==> config.mk <==
export PLATFORM = sky130hd
export DESIGN_NAME = bram_avg_reader
export DESIGN_NICKNAME = d
export VERILOG_FILES = /design/src/rtl/bram_avg_pkg.sv /design/src/rtl/bram_rd_valid_pipe.sv /design/src/rtl/bram_avg_reader.sv
export SDC_FILE = /design/constraint.sdc
export NUM_CORES = 1
export LEC_CHECK = 0
export CAP_MARGIN = 20
export CORE_MARGIN = 2
export CORE_UTILIZATION = 40
export CTS_BUF_LIST = sky130_fd_sc_hd__clkbuf_16
export CTS_CLUSTER_DIAMETER = 80
export DETAILED_ROUTE_END_ITERATION = 12
export SLEW_MARGIN = 20
export SYNTH_ARGS = -nofsm -noshare
export SYNTH_HDL_FRONTEND = slang
export SYNTH_SLANG_ARGS = --single-unit
==> constraint.sdc <==
create_clock -name clk_i -period 2.9 [get_ports clk_i]
set_input_delay 0.87 -clock clk_i [delete_from_list [all_inputs] [get_ports clk_i]]
set_output_delay 0.87 -clock clk_i [all_outputs]
set_load 0.03 [all_outputs]
==> src/rtl/bram_avg_pkg.sv <==
// Shared types and defaults for the BRAM averaging reader.
//   state_t   : controller states (Idle, Issue, Drain)
//   acc_width : accumulator width needed to sum 2**log2_n words of data_w bits
//   Def*      : default parameter values of bram_avg_reader
package bram_avg_pkg;

  typedef enum logic [1:0] {
    Idle  = 2'd0,
    Issue = 2'd1,
    Drain = 2'd2
  } state_t;

  localparam int unsigned DefDataW = 16;
  localparam int unsigned DefAddrW = 3;
  localparam int unsigned DefLog2N = 3;
  localparam int unsigned DefRdLat = 2;

  // A sum of 2**log2_n words never exceeds data_w + log2_n bits.
  function automatic int unsigned acc_width(input int unsigned data_w,
                                            input int unsigned log2_n);
    return data_w + log2_n;
  endfunction

endpackage

==> src/rtl/bram_rd_valid_pipe.sv <==
// Delay line that tracks which BRAM read-data cycles carry valid data.
// Ports:
//   clk_i   : clock (rising edge)
//   rst_i   : synchronous active-high reset, flushes the pipe
//   valid_i : read enable issued to the BRAM this cycle
//   valid_o : valid_i delayed by DEPTH cycles (aligned with read data)
module bram_rd_valid_pipe #(
  parameter int unsigned DEPTH = 2
) (
  input  logic clk_i,
  input  logic rst_i,
  input  logic valid_i,
  output logic valid_o
);

  logic [DEPTH-1:0] pipe_q;

  always_ff @(posedge clk_i) begin
    if (rst_i) begin
      pipe_q <= '0;
    end else begin
      pipe_q[0] <= valid_i;
      for (int i = 1; i < DEPTH; i++) begin
        pipe_q[i] <= pipe_q[i-1];
      end
    end
  end

  assign valid_o = pipe_q[DEPTH-1];

endmodule

==> src/rtl/bram_avg_reader.sv <==
// Streams 2**LOG2_N consecutive words from a synchronous-read BRAM (one read per
// cycle, address wraps), sums them and reports the sum and the average with a
// one-cycle valid pulse.
// Optional build macro BRAM_AVG_ROUND_EN: average rounds half up instead of
// truncating; sum and timing are unchanged.
// Ports:
//   clk_i       : clock (rising edge)
//   rst_i       : synchronous active-high reset, aborts a run in progress
//   start_i     : start request, only sampled while idle
//   base_addr_i : first read address, captured on start
//   busy_o      : run in progress
//   rd_en_o     : BRAM read enable
//   rd_addr_o   : BRAM read address
//   rd_data_i   : BRAM read data, valid RD_LAT cycles after rd_en_o
//   sum_o       : sum of the last run
//   avg_o       : average of the last run
//   avg_valid_o : one-cycle pulse when sum_o / avg_o update
module bram_avg_reader
  import bram_avg_pkg::*;
#(
  parameter int unsigned DATA_W = DefDataW,
  parameter int unsigned ADDR_W = DefAddrW,
  parameter int unsigned LOG2_N = DefLog2N,  // 0 .. ADDR_W
  parameter int unsigned RD_LAT = DefRdLat,  // >= 1
  localparam int unsigned ACC_W = acc_width(DATA_W, LOG2_N)
) (
  input  logic              clk_i,
  input  logic              rst_i,
  input  logic              start_i,
  input  logic [ADDR_W-1:0] base_addr_i,
  output logic              busy_o,
  output logic              rd_en_o,
  output logic [ADDR_W-1:0] rd_addr_o,
  input  logic [DATA_W-1:0] rd_data_i,
  output logic [ACC_W-1:0]  sum_o,
  output logic [DATA_W-1:0] avg_o,
  output logic              avg_valid_o
);

  localparam int unsigned N       = 2 ** LOG2_N;
  localparam int unsigned CntW    = LOG2_N + 1;
  localparam int unsigned LatCntW = $clog2(RD_LAT + 1);
  // Half an LSB of the average; zero when LOG2_N = 0.
  localparam logic [ACC_W-1:0] RoundAdd = ACC_W'(N / 2);

  state_t              state_q;
  logic [CntW-1:0]     issue_cnt_q;
  logic [LatCntW-1:0]  drain_cnt_q;
  logic [ACC_W-1:0]    acc_q;
  logic [ACC_W-1:0]    sum_q;
  logic [DATA_W-1:0]   avg_q;
  logic [ADDR_W-1:0]   rd_addr_q;
  logic                busy_q;
  logic                rd_en_q;
  logic                avg_valid_q;

  logic                data_vld;
  logic [ACC_W-1:0]    acc_d;
  logic [ACC_W-1:0]    avg_sum;

  bram_rd_valid_pipe #(
    .DEPTH(RD_LAT)
  ) u_vld_pipe (
    .clk_i  (clk_i),
    .rst_i  (rst_i),
    .valid_i(rd_en_q),
    .valid_o(data_vld)
  );

  // acc_d includes the sample arriving this cycle, so the completion edge can
  // publish the final sum directly.
  always_comb begin
    acc_d = acc_q;
    if (data_vld) begin
      acc_d = acc_q + ACC_W'(rd_data_i);
    end
`ifdef BRAM_AVG_ROUND_EN
    avg_sum = acc_d + RoundAdd;
`else
    avg_sum = acc_d;
`endif
  end

  always_ff @(posedge clk_i) begin
    if (rst_i) begin
      state_q     <= Idle;
      issue_cnt_q <= '0;
      drain_cnt_q <= '0;
      acc_q       <= '0;
      sum_q       <= '0;
      avg_q       <= '0;
      rd_addr_q   <= '0;
      busy_q      <= 1'b0;
      rd_en_q     <= 1'b0;
      avg_valid_q <= 1'b0;
    end else begin
      avg_valid_q <= 1'b0;
      acc_q       <= acc_d;
      unique case (state_q)
        Idle: begin
          if (start_i) begin
            state_q     <= Issue;
            busy_q      <= 1'b1;
            rd_en_q     <= 1'b1;
            rd_addr_q   <= base_addr_i;
            issue_cnt_q <= CntW'(1);  // counts the read being issued next cycle
            acc_q       <= '0;
          end
        end
        Issue: begin
          if (issue_cnt_q == CntW'(N)) begin
            state_q     <= Drain;
            rd_en_q     <= 1'b0;
            drain_cnt_q <= LatCntW'(1);
          end else begin
            rd_addr_q   <= rd_addr_q + ADDR_W'(1);
            issue_cnt_q <= issue_cnt_q + CntW'(1);
          end
        end
        Drain: begin
          if (drain_cnt_q == LatCntW'(RD_LAT)) begin
            state_q     <= Idle;
            busy_q      <= 1'b0;
            sum_q       <= acc_d;
            avg_q       <= DATA_W'(avg_sum >> LOG2_N);
            avg_valid_q <= 1'b1;
          end else begin
            drain_cnt_q <= drain_cnt_q + LatCntW'(1);
          end
        end
        default: state_q <= Idle;
      endcase
    end
  end

  assign busy_o      = busy_q;
  assign rd_en_o     = rd_en_q;
  assign rd_addr_o   = rd_addr_q;
  assign sum_o       = sum_q;
  assign avg_o       = avg_q;
  assign avg_valid_o = avg_valid_q;

endmodule

Word-level counts from Yosys, hierarchy flattened. Index checks and enable logic that the tools add are counted.

Add/subtract/negate cells: 4. Eq/ne operators: 9. Mux-type cells: 22. Bitwise gates (word level): 1. Reductions and logical operators: 11.

Operators with widths (count): two-way mux 19 bit (3); adder 19 x 16 -> 19 bit (1); AND reduction 3 bit (5); two-way mux 2 bit (5); != test 2 bit, second input constant (5); two-way mux 4 bit (2); case mux 4 bit (2 select lines) (1); two-way mux 3 bit (2); case mux 2 bit (3 select lines) (1); case mux 3 bit (2 select lines) (1); nonzero test 2 bit (3); adder 4 x 1 -> 4 bit, second input constant (1); == test 2 bit, second input constant (2); == test 4 bit, second input constant (1); two-way mux 1 bit (4); case mux 1 bit (2 select lines) (2); case mux 2 bit (2 select lines) (1); adder 3 x 1 -> 3 bit, second input constant (1); adder 2 x 1 -> 2 bit, second input constant (1); == test 2 x 1 -> 1 bit, second input constant (1); zero test 2 bit (1); AND reduction 2 bit (1); OR reduction 2 bit (1); inverter 1 bit (1).

Register bits after elaboration: 70. Bits of input ports: 22. Output and inout bits: 41. Logic and storage cells: 58.

Depth between registers and ports, before layout. Gate-level depths: netlist of the first run.

Depth after elaboration: 4. Mapped depth: 9. Gate-level depth less buffers: 8.

By module. From an unflattened synthesis of the first run, not the netlist that was laid out.

Cell total of the unflattened synthesis: 378. Area, all modules: 3144.3 um^2.

Modules (own cells, without submodules): bram_avg_reader (times used 1, cells an instance 374, area an instance 3091.7 um^2, seq. area each 1041.0 um^2); bram_rd_valid_pipe (times used 1, cells an instance 4, area an instance 52.6 um^2, seq. area each 40.0 um^2).

Worst setup path after synthesis of the first run. No wires, ideal clock.

Path kind: in2reg. From: input port rd_data_i[6]. To: register acc_q[13]. Arrival: 2.592 ns. Slack: 0.212 ns. Cell stages on the path: 7. Cell sequence: ha_1 > a21o_1 > and2_2 > or2_1 > o21a_1 > or4_1 > o311ai_1.

Word-level cells in the longest chain between the ends: 4.

RTL lines: start: declaration (RTL line bram_avg_reader.sv:34) `input logic [DATA_W-1:0] rd_data_i,`; adder 19 x 16 -> 19 bit (*) (RTL line bram_avg_reader.sv:75) `acc_d = acc_q + ACC_W'(rd_data_i);`; two-way mux 19 bit (*) (RTL line bram_avg_reader.sv:74) `if (data_vld) begin`; two-way mux 19 bit (RTL line bram_avg_reader.sv:101) `if (start_i) begin`; two-way mux 19 bit (*) (RTL line bram_avg_reader.sv:99) `unique case (state_q)`; end signal: assignment (RTL line bram_avg_reader.sv:89) `acc_q <= '0;`; end signal: assignment (RTL line bram_avg_reader.sv:98) `acc_q <= acc_d;`; end signal: assignment (RTL line bram_avg_reader.sv:107) `acc_q <= '0;`; end: declaration (RTL line bram_avg_reader.sv:49) `logic [ACC_W-1:0] acc_q;`.

Mark *: on every way between the ends. The rest lies on a longest branch, timed or not. A chain may end at the register's enable or synchronous reset.

Final worst setup path of the first run.
From: input port rd_data_i[10]. To: register sum_q[11], in the netlist sum_o[11].

Word-level cells in the longest chain between the ends: 2.

RTL lines: adder 19 x 16 -> 19 bit (RTL line bram_avg_reader.sv:75); two-way mux 19 bit (RTL line bram_avg_reader.sv:74); end signal: assignment (RTL line bram_avg_reader.sv:90) `sum_q <= '0;`; end signal: assignment (RTL line bram_avg_reader.sv:124) `sum_q <= acc_d;`; end: declaration (RTL line bram_avg_reader.sv:50) `logic [ACC_W-1:0] sum_q;`.

Every way passes these cells.

==> results of run 1 <==
-- worst paths after layout --
path	cells past startpoint	to	slack, ps	start
hold reg to reg	1	u_vld_pipe.pipe_q[1]$_SDFF_PP0_	440	u_vld_pipe.pipe_q[0]$_SDFF_PP0_
hold / removal	1	u_vld_pipe.pipe_q[1]$_SDFF_PP0_	440	u_vld_pipe.pipe_q[0]$_SDFF_PP0_
setup reg to reg	7	sum_o[11]$_SDFFE_PP0P_	720	acc_q[10]$_SDFF_PP0_
setup / recovery	8	sum_o[11]$_SDFFE_PP0P_	20	rd_data_i[10]
-- layer usage --
metal	wire length, um	up-vias	GRT usage [%]	share of wire [%]
li1	-	1576	-	-
met1	4060	1452	26.3	49
met2	3710	79	30.5	45
met3	409	8	3.37	4.9
met4	85	0	3.74	1.0
met5	0	-	0	0
-- metrics by stage --
stage | setup WS, ps | hold slack [ps] | total power, mW | std cells
global placement | -279 | 422 | 1.05 | 576
detailed placement | -297 | 424 | 1.05 | 576
finish | 24.5 | 437 | 1.72 | 584
floorplan | 212 | 414 | 0.927 | 388
global route | -41.4 | 447 | 1.80 | 584
CTS | 0.736 | 441 | 1.74 | 584
-- cells by family after synthesis --
group	Yosys count	synth area share, %
AND/OR/NAND/NOR	141	21.3
AO/OA/AOI/OAI	105	23.2
flip-flops	54	33.4
buffers and inverters	46	7.50
adder cells (fa/ha/maj)	21	8.35
multiplexers	12	3.87
XOR/XNOR	9	2.44
-- flip-flops by register name (all words and copies together), names as in the netlist --
| signal | cells |
|---|---|
| u_vld_pipe.pipe_q | 2 |
| busy_o | 1 |
| rd_addr_o | 3 |
| rd_en_o | 1 |
| avg_valid_o | 1 |
| issue_cnt_q | 4 |
| sum_o | 19 |
| acc_q | 19 |
| drain_cnt_q | 2 |
| state_q | 2 |
-- repair_timing --
item | CTS | global route
resized for setup | 1 | 17
setup buffers | 0 | 1
endpoints found under the setup margin | 1 | 16
pin swaps | 0 | 12
-- area by class of cell --
cell class              instances  area, um^2
clock buffers                   5         125
clock inverters                 3        41.3
fillers                       722        3260
inverters                      10        37.5
multi-input cells             288        2020
flip-flops and latches         54        1080
well taps                     102         128
repair buffers                122        1070
-- worst max-delay path, stage by stage --
cell and delay (ps):
clkdlybuf4s50_1 400, ha_1 360, a21o_1 210, buf_4 140, a221o_1 400, a21oi_1 220, o311ai_1 180, a311oi_1 280
-- where the power goes --
group          switching (mW)  total [mW]  internal [mW]  leakage, nW
Sequential             0.0161       0.773          0.757        0.438
Combinational           0.134       0.274          0.140         1.23
Clock                   0.273       0.678          0.405       0.0812
Total                   0.423        1.72           1.30         1.75
-- cell usage after synthesis, types with 2 or more instances --
master / number / area share [%]
xor2_1: 4 / 1.1
a21o_1: 5 / 1.2
o211ai_1: 6 / 1.4
buf_2: 2 / 0.31
a311oi_2: 2 / 0.93
nand3_1: 14 / 2.2
o21ai_0: 12 / 1.9
nor3b_1: 2 / 0.46
xnor2_1: 5 / 1.4
inv_1: 9 / 1.0
nor2_1: 56 / 6.5
nand3b_1: 5 / 1.2
nor2b_1: 7 / 1.4
or4_1: 3 / 0.70
nor4b_1: 2 / 0.54
buf_4: 16 / 3.7
ha_1: 20 / 7.7
a211oi_1: 13 / 3.0
or3_1: 2 / 0.39
mux2i_1: 11 / 3.4
dfxtp_1: 54 / 33
o21a_1: 3 / 0.70
a21oi_1: 29 / 4.5
nand2_1: 26 / 3.0
o21bai_1: 2 / 0.46
a31oi_1: 6 / 1.2
a311oi_1: 4 / 1.1
nand4_1: 2 / 0.39
a21bo_2: 2 / 0.62
nor3_1: 5 / 0.77
or2_1: 2 / 0.39
nand2b_1: 5 / 0.97
and2_1: 2 / 0.39
clkbuf_1: 16 / 1.9
==> impl_metrics.py, run 1 <==
metrics = {
    "yosys": {
        "synth_seq_area_share_pct": 33.4,
        "syn-cell-area_um2": 3240,
        "async_flop_share_pct": 0,
        "syn_inst": 388,
        "ys_warn_count": 0,
        "synthesis.nets": 431,
        "ys.flop_type": "dfxtp_1",
        "yosysUniqueCellTypes": 68,
        "syn_avg_cell_area_um2": 8.34,
        "synth_seq_cells": 54,
        "synth-edff-count": 0,
    },
    "drt": {
        "vias": 3115,
        "dr.pass1.iters": 4,
        "drt.antenna.violating_nets": 0,
        "drt_drc_violations_left": 0,
        "wl_um": 8270,
        "dr.first_iter.drc_count": 135,
        "wl_per_cell_um": 14.2,
        "vias_per_cell": 5.33,
    },
    "worst_setup_path": {
        "worstSetupEndpointType": "flop",
        "start_kind": "input pin",
        "cp.required_ps": 3100,
        "cp_max_fo": 6,
        "worst_ep_arrival_time_ps": 3080,
        "worstSetupPathType": "in -> reg",
    },
    "cts": {
        "cts_buffers": 5,
        "clockBufferDepth": 2,
        "hold_buffers": 0,
        "clock-root-buffer": "clkbuf_16",
        "htree_levels": 2,
        "cts.clk_slew.worst_paths_ps": 70,
        "clock_latency_ps": 290,
        "cts.sinks": 54,
        "tritoncts": "done",
    },
    "placement": {
        "gp_congestion": 0.886,
        "place_area_um2": 4230,
        "place.port_buffers": 62,
        "dp_hpwl_um": 6010,
    },
    "timing": {
        "max_slew_margin_pct": 44.3,
        "max_freq_mhz": 348,
        "finalCriticalPeriod_ps": 2880,
        "final_hold_viol_count": 0,
        "finalSetupViolations": 0,
        "setup_tns_ps": 0,
        "clock_skew_ps": 6.00,
        "tightest_slew_ps": 836,
        "maxSlewViolCount": 0,
        "final.period_utilization_pct": 99.2,
    },
    "floorplanning": {
        "coreArea_um2": 7770,
        "fp.dieW_um": 93.9,
        "ioPinCount": 63,
        "die_y_um": 93.9,
        "rows": 32,
        "die_area_um2": 8820,
        "initial_core_util_pct": 41.7,
    },
    "power_and_ir_drop": {
        "worst_ir_drop_vdd_v": 0.000311,
        "power_density_nw_per_um2": 383,
        "cellLeakagePower_nw": 1.75,
    },
    "global_routing": {
        "grt_pass1_vias": 2985,
        "grt_antenna_before_repair": 0,
        "grt_util_all_layers_pct": 18.8,
        "grt_pass1_wl_um": 13500,
        "grt_max_degree": 34,
        "grt_overflow": 0,
    },
    "final_layout": {
        "utilization_pct": 58.0,
        "drive_gt1_share_pct": 20.1,
        "nets": 524,
        "area_growth_pct": 39.3,
        "diodes": 0,
        "layout_common_cells": "clkdlybuf4s50_1, buf_4, nor2_1, dfxtp_1, a21oi_1",
        "stdcell_area_um2": 4510,
        "mostFrequentLayoutCell": "clkdlybuf4s50_1",
    },
    "outcome": {
        "status": "completed",
    },
    "job": {
        "drv_cap": 0,
    },
    "min_path": {
        "hold_class": "reg -> reg",
    },
}
Power figures use the tool's default switching activity.
==> run 2, diff against run 1 <==
Settings changed: ABC_AREA set to 1.
==> run 2 against run 1 <==
Routed wire length shrank 2.5%. Area after synthesis grew 3.4%. Critical path depth grew 5. Sequential share of layout area grew 1.9 points. Worst hold slack lost 35 ps. Sequential cell count is the same. First-iteration DRC count shrank 9.6%. Non-clock buffer count shrank 50. Die area grew 3.2%. Global-route usage grew 0.12 points. Clock power grew 13%. Worst setup slack gained 310 ps. Critical path type unchanged. Largest cell class unchanged. Largest power group unchanged.
==> impl_metrics.py, run 2 <==
metrics = {
    "outcome": {
        "status": "completed",
    },
    "yosys": {
        "yosysUniqueCellTypes": 38,
        "synth_seq_cells": 54,
        "synthAdderAreaFrac_pct": 8.08,
        "ys.flop_type": "dfxtp_1",
        "syn_inst": 485,
        "syn-cell-area_um2": 3340,
        "synth_seq_area_share_pct": 32.3,
        "yosys.area_share.simple_pct": 30.2,
        "synth-edff-count": 0,
        "synthTopCellsByArea": "dfxtp_1, nand2_1, inv_1",
        "synth_xor_area_share_pct": 1.31,
        "yosysTopAreaCell": "dfxtp_1",
        "ys_warn_count": 0,
        "synth_mux_area_share_pct": 0.898,
        "async_flop_share_pct": 0,
        "synth_top_family_by_area": "simple AND/OR/NAND/NOR gates",
        "ys_top_cells_by_count": "nand2_1, inv_1, dfxtp_1",
        "synth_compound_area_share_pct": 12.9,
        "synthesis.nets": 528,
        "syn_avg_cell_area_um2": 6.90,
        "yosysMostFrequentCell": "nand2_1",
        "synth_top_area_share_pct": 32.3,
    },
    "timing": {
        "clock_skew_ps": 7.91,
        "tightest_slew_ps": 454,
        "rsz0062_at_grt": "false",
        "max_freq_mhz": 389,
        "final_hold_viol_count": 0,
        "holdWs_ps": 402,
        "maxSlewViolCount": 0,
        "setup_tns_ps": 0,
        "final.period_utilization_pct": 88.5,
        "finalCriticalPeriod_ps": 2570,
        "max_slew_margin_pct": 69.7,
        "finalSetupViolations": 0,
    },
    "worst_setup_path": {
        "start_kind": "input pin",
        "worstPathCellList": "clkdlybuf4s50_1, ha_1, fa_1, nand3_1, nand3_2, nand2_1, nand2_1, nand2_1, nand3b_1, nand3_2, nand3_1, nand2_1, inv_1",
        "crit_path_max_incr_delay_ps": 400,
        "cp_max_fo": 4,
        "worst_ep_arrival_time_ps": 2760,
        "cp.required_ps": 3100,
        "worstSetupEndpointType": "flop",
        "worstSetupPathType": "in -> reg",
        "path_common_cell": "nand2_1",
        "crit_slowest_cell": "clkdlybuf4s50_1",
    },
    "power_and_ir_drop": {
        "power_density_nw_per_um2": 427,
        "pwr-share-seq_pct": 43.3,
        "p_sw_share_pct": 24.2,
        "p_int_mw": 1.35,
        "clkPwrFrac_pct": 43.0,
        "cellLeakagePower_nw": 1.99,
        "worst_ir_drop_vdd_v": 0.000243,
        "switchingPower_mw": 0.431,
        "comb_power_share_pct": 13.6,
    },
    "floorplanning": {
        "die_area_um2": 9110,
        "initial_core_util_pct": 40.9,
        "fp.dieW_um": 95.4,
        "ioPinCount": 63,
        "rows": 33,
        "coreArea_um2": 8180,
        "die_y_um": 95.4,
    },
    "cts": {
        "htree_levels": 2,
        "tritoncts": "done",
        "clock-root-buffer": "clkbuf_16",
        "cts.clk_slew.worst_paths_ps": 70,
        "cts_resized": 0,
        "hold_buffers": 0,
        "cts.sinks": 54,
        "cts_buffers": 5,
        "clockBufferDepth": 2,
        "clock_latency_ps": 290,
        "postCtsSetupRepairBufs": 0,
    },
    "final_layout": {
        "mostFrequentLayoutCell": "nand2_1",
        "drive_gt1_share_pct": 8.01,
        "diodes": 0,
        "area_growth_pct": 24.7,
        "layout_common_cells": "nand2_1, inv_1, clkdlybuf4s50_1, dfxtp_1, nor2_1",
        "nets": 579,
        "stdcell_area_um2": 4170,
    },
    "global_routing": {
        "grt_pass1_wl_um": 13400,
        "grt_pass1_vias": 2889,
        "grt_max_degree": 25,
        "grt_util_all_layers_pct": 18.9,
        "grt_overflow": 0,
        "grt_antenna_before_repair": 0,
    },
    "placement": {
        "place.port_buffers": 62,
        "dp_hpwl_um": 6310,
        "gp_congestion": 0.959,
        "place_area_um2": 3980,
    },
    "drt": {
        "dr.pass1.iters": 4,
        "wl_per_cell_um": 12.6,
        "wl_um": 8060,
        "vias_per_cell": 4.82,
        "drt.antenna.violating_nets": 0,
        "drt_drc_violations_left": 0,
        "vias": 3095,
        "dr.first_iter.drc_count": 122,
    },
    "min_path": {
        "hold_class": "reg -> reg",
    },
    "job": {
        "drv_cap": 0,
    },
}
[run 2: metrics by stage]
stage / utilization [%] / power [mW] / setup WS, ps / std cells
2_1_floorplan: - / 0.944 / 551 / 485
3_3_place_gp: 48.7 / 1.03 / 54.4 / 634
3_5_place_dp: 48.7 / 1.03 / 19.8 / 634
4_1_cts: 51.0 / 1.80 / 321 / 642
5_1_grt: 51.0 / 1.87 / 169 / 642
6_report: 51.0 / 1.78 / 332 / 642
[run 2: worst max-delay path: cells and delay by family]
family                   cells  cell delay, ps
buffers and inverters        2             430
AND/OR/NAND/NOR              9             850
adder cells (fa/ha/maj)      2             620
[run 2: kinds of logic (layout without fill, tap and decap cells)]
logic type,count (synthesis),in the layout
muxes,3,3
adders and majority gates,21,21
and+or+nand+nor,224,224
buffers and inverters,105,157
DFF,54,54
xor gates and xnor gates,5,5
AOI/OAI and AO/OA,73,73
[run 2: power by group through the flow]
stage | clock (mW) | combinational [mW] | sequential (mW)
floorplan | 0 | 0.142 | 0.802
global placement | 0 | 0.240 | 0.788
detailed placement | 0 | 0.242 | 0.788
CTS | 0.786 | 0.244 | 0.771
global route | 0.822 | 0.271 | 0.773
finish | 0.766 | 0.243 | 0.771
[run 2: layer usage]
layer / global-route usage, % / share of wire (%) / up-vias
li1: - / - / 1629
met1: 25.9 / 51 / 1400
met2: 30.3 / 43 / 57
met3: 3.40 / 3.9 / 9
met4: 5.95 / 1.6 / 0
met5: 0 / 0 / -
[run 2: layout make-up]
type / instances / area (um^2)
Sequential cell: 54 / 1080
Inverter: 77 / 289
Clock inverter: 3 / 63.8
Clock buffer: 5 / 125
Fill cell: 817 / 4010
Multi-Input combinational cell: 326 / 1780
Tap cell: 105 / 131
Timing Repair Buffer: 72 / 696
[run 2: path summary, 6_finish.rpt]
| path | startpoint | end | slack [ps] | cells past startpoint |
|---|---|---|---|---|
| hold reg to reg | u_vld_pipe.pipe_q[0]$_SDFF_PP0_ | u_vld_pipe.pipe_q[1]$_SDFF_PP0_ | 400 | 2 |
| setup reg to reg | acc_q[0]$_SDFF_PP0_ | sum_o[14]$_SDFFE_PP0P_ | 1020 | 12 |
| hold / removal | u_vld_pipe.pipe_q[0]$_SDFF_PP0_ | u_vld_pipe.pipe_q[1]$_SDFF_PP0_ | 400 | 2 |
| setup / recovery | rd_data_i[0] | sum_o[14]$_SDFFE_PP0P_ | 330 | 13 |
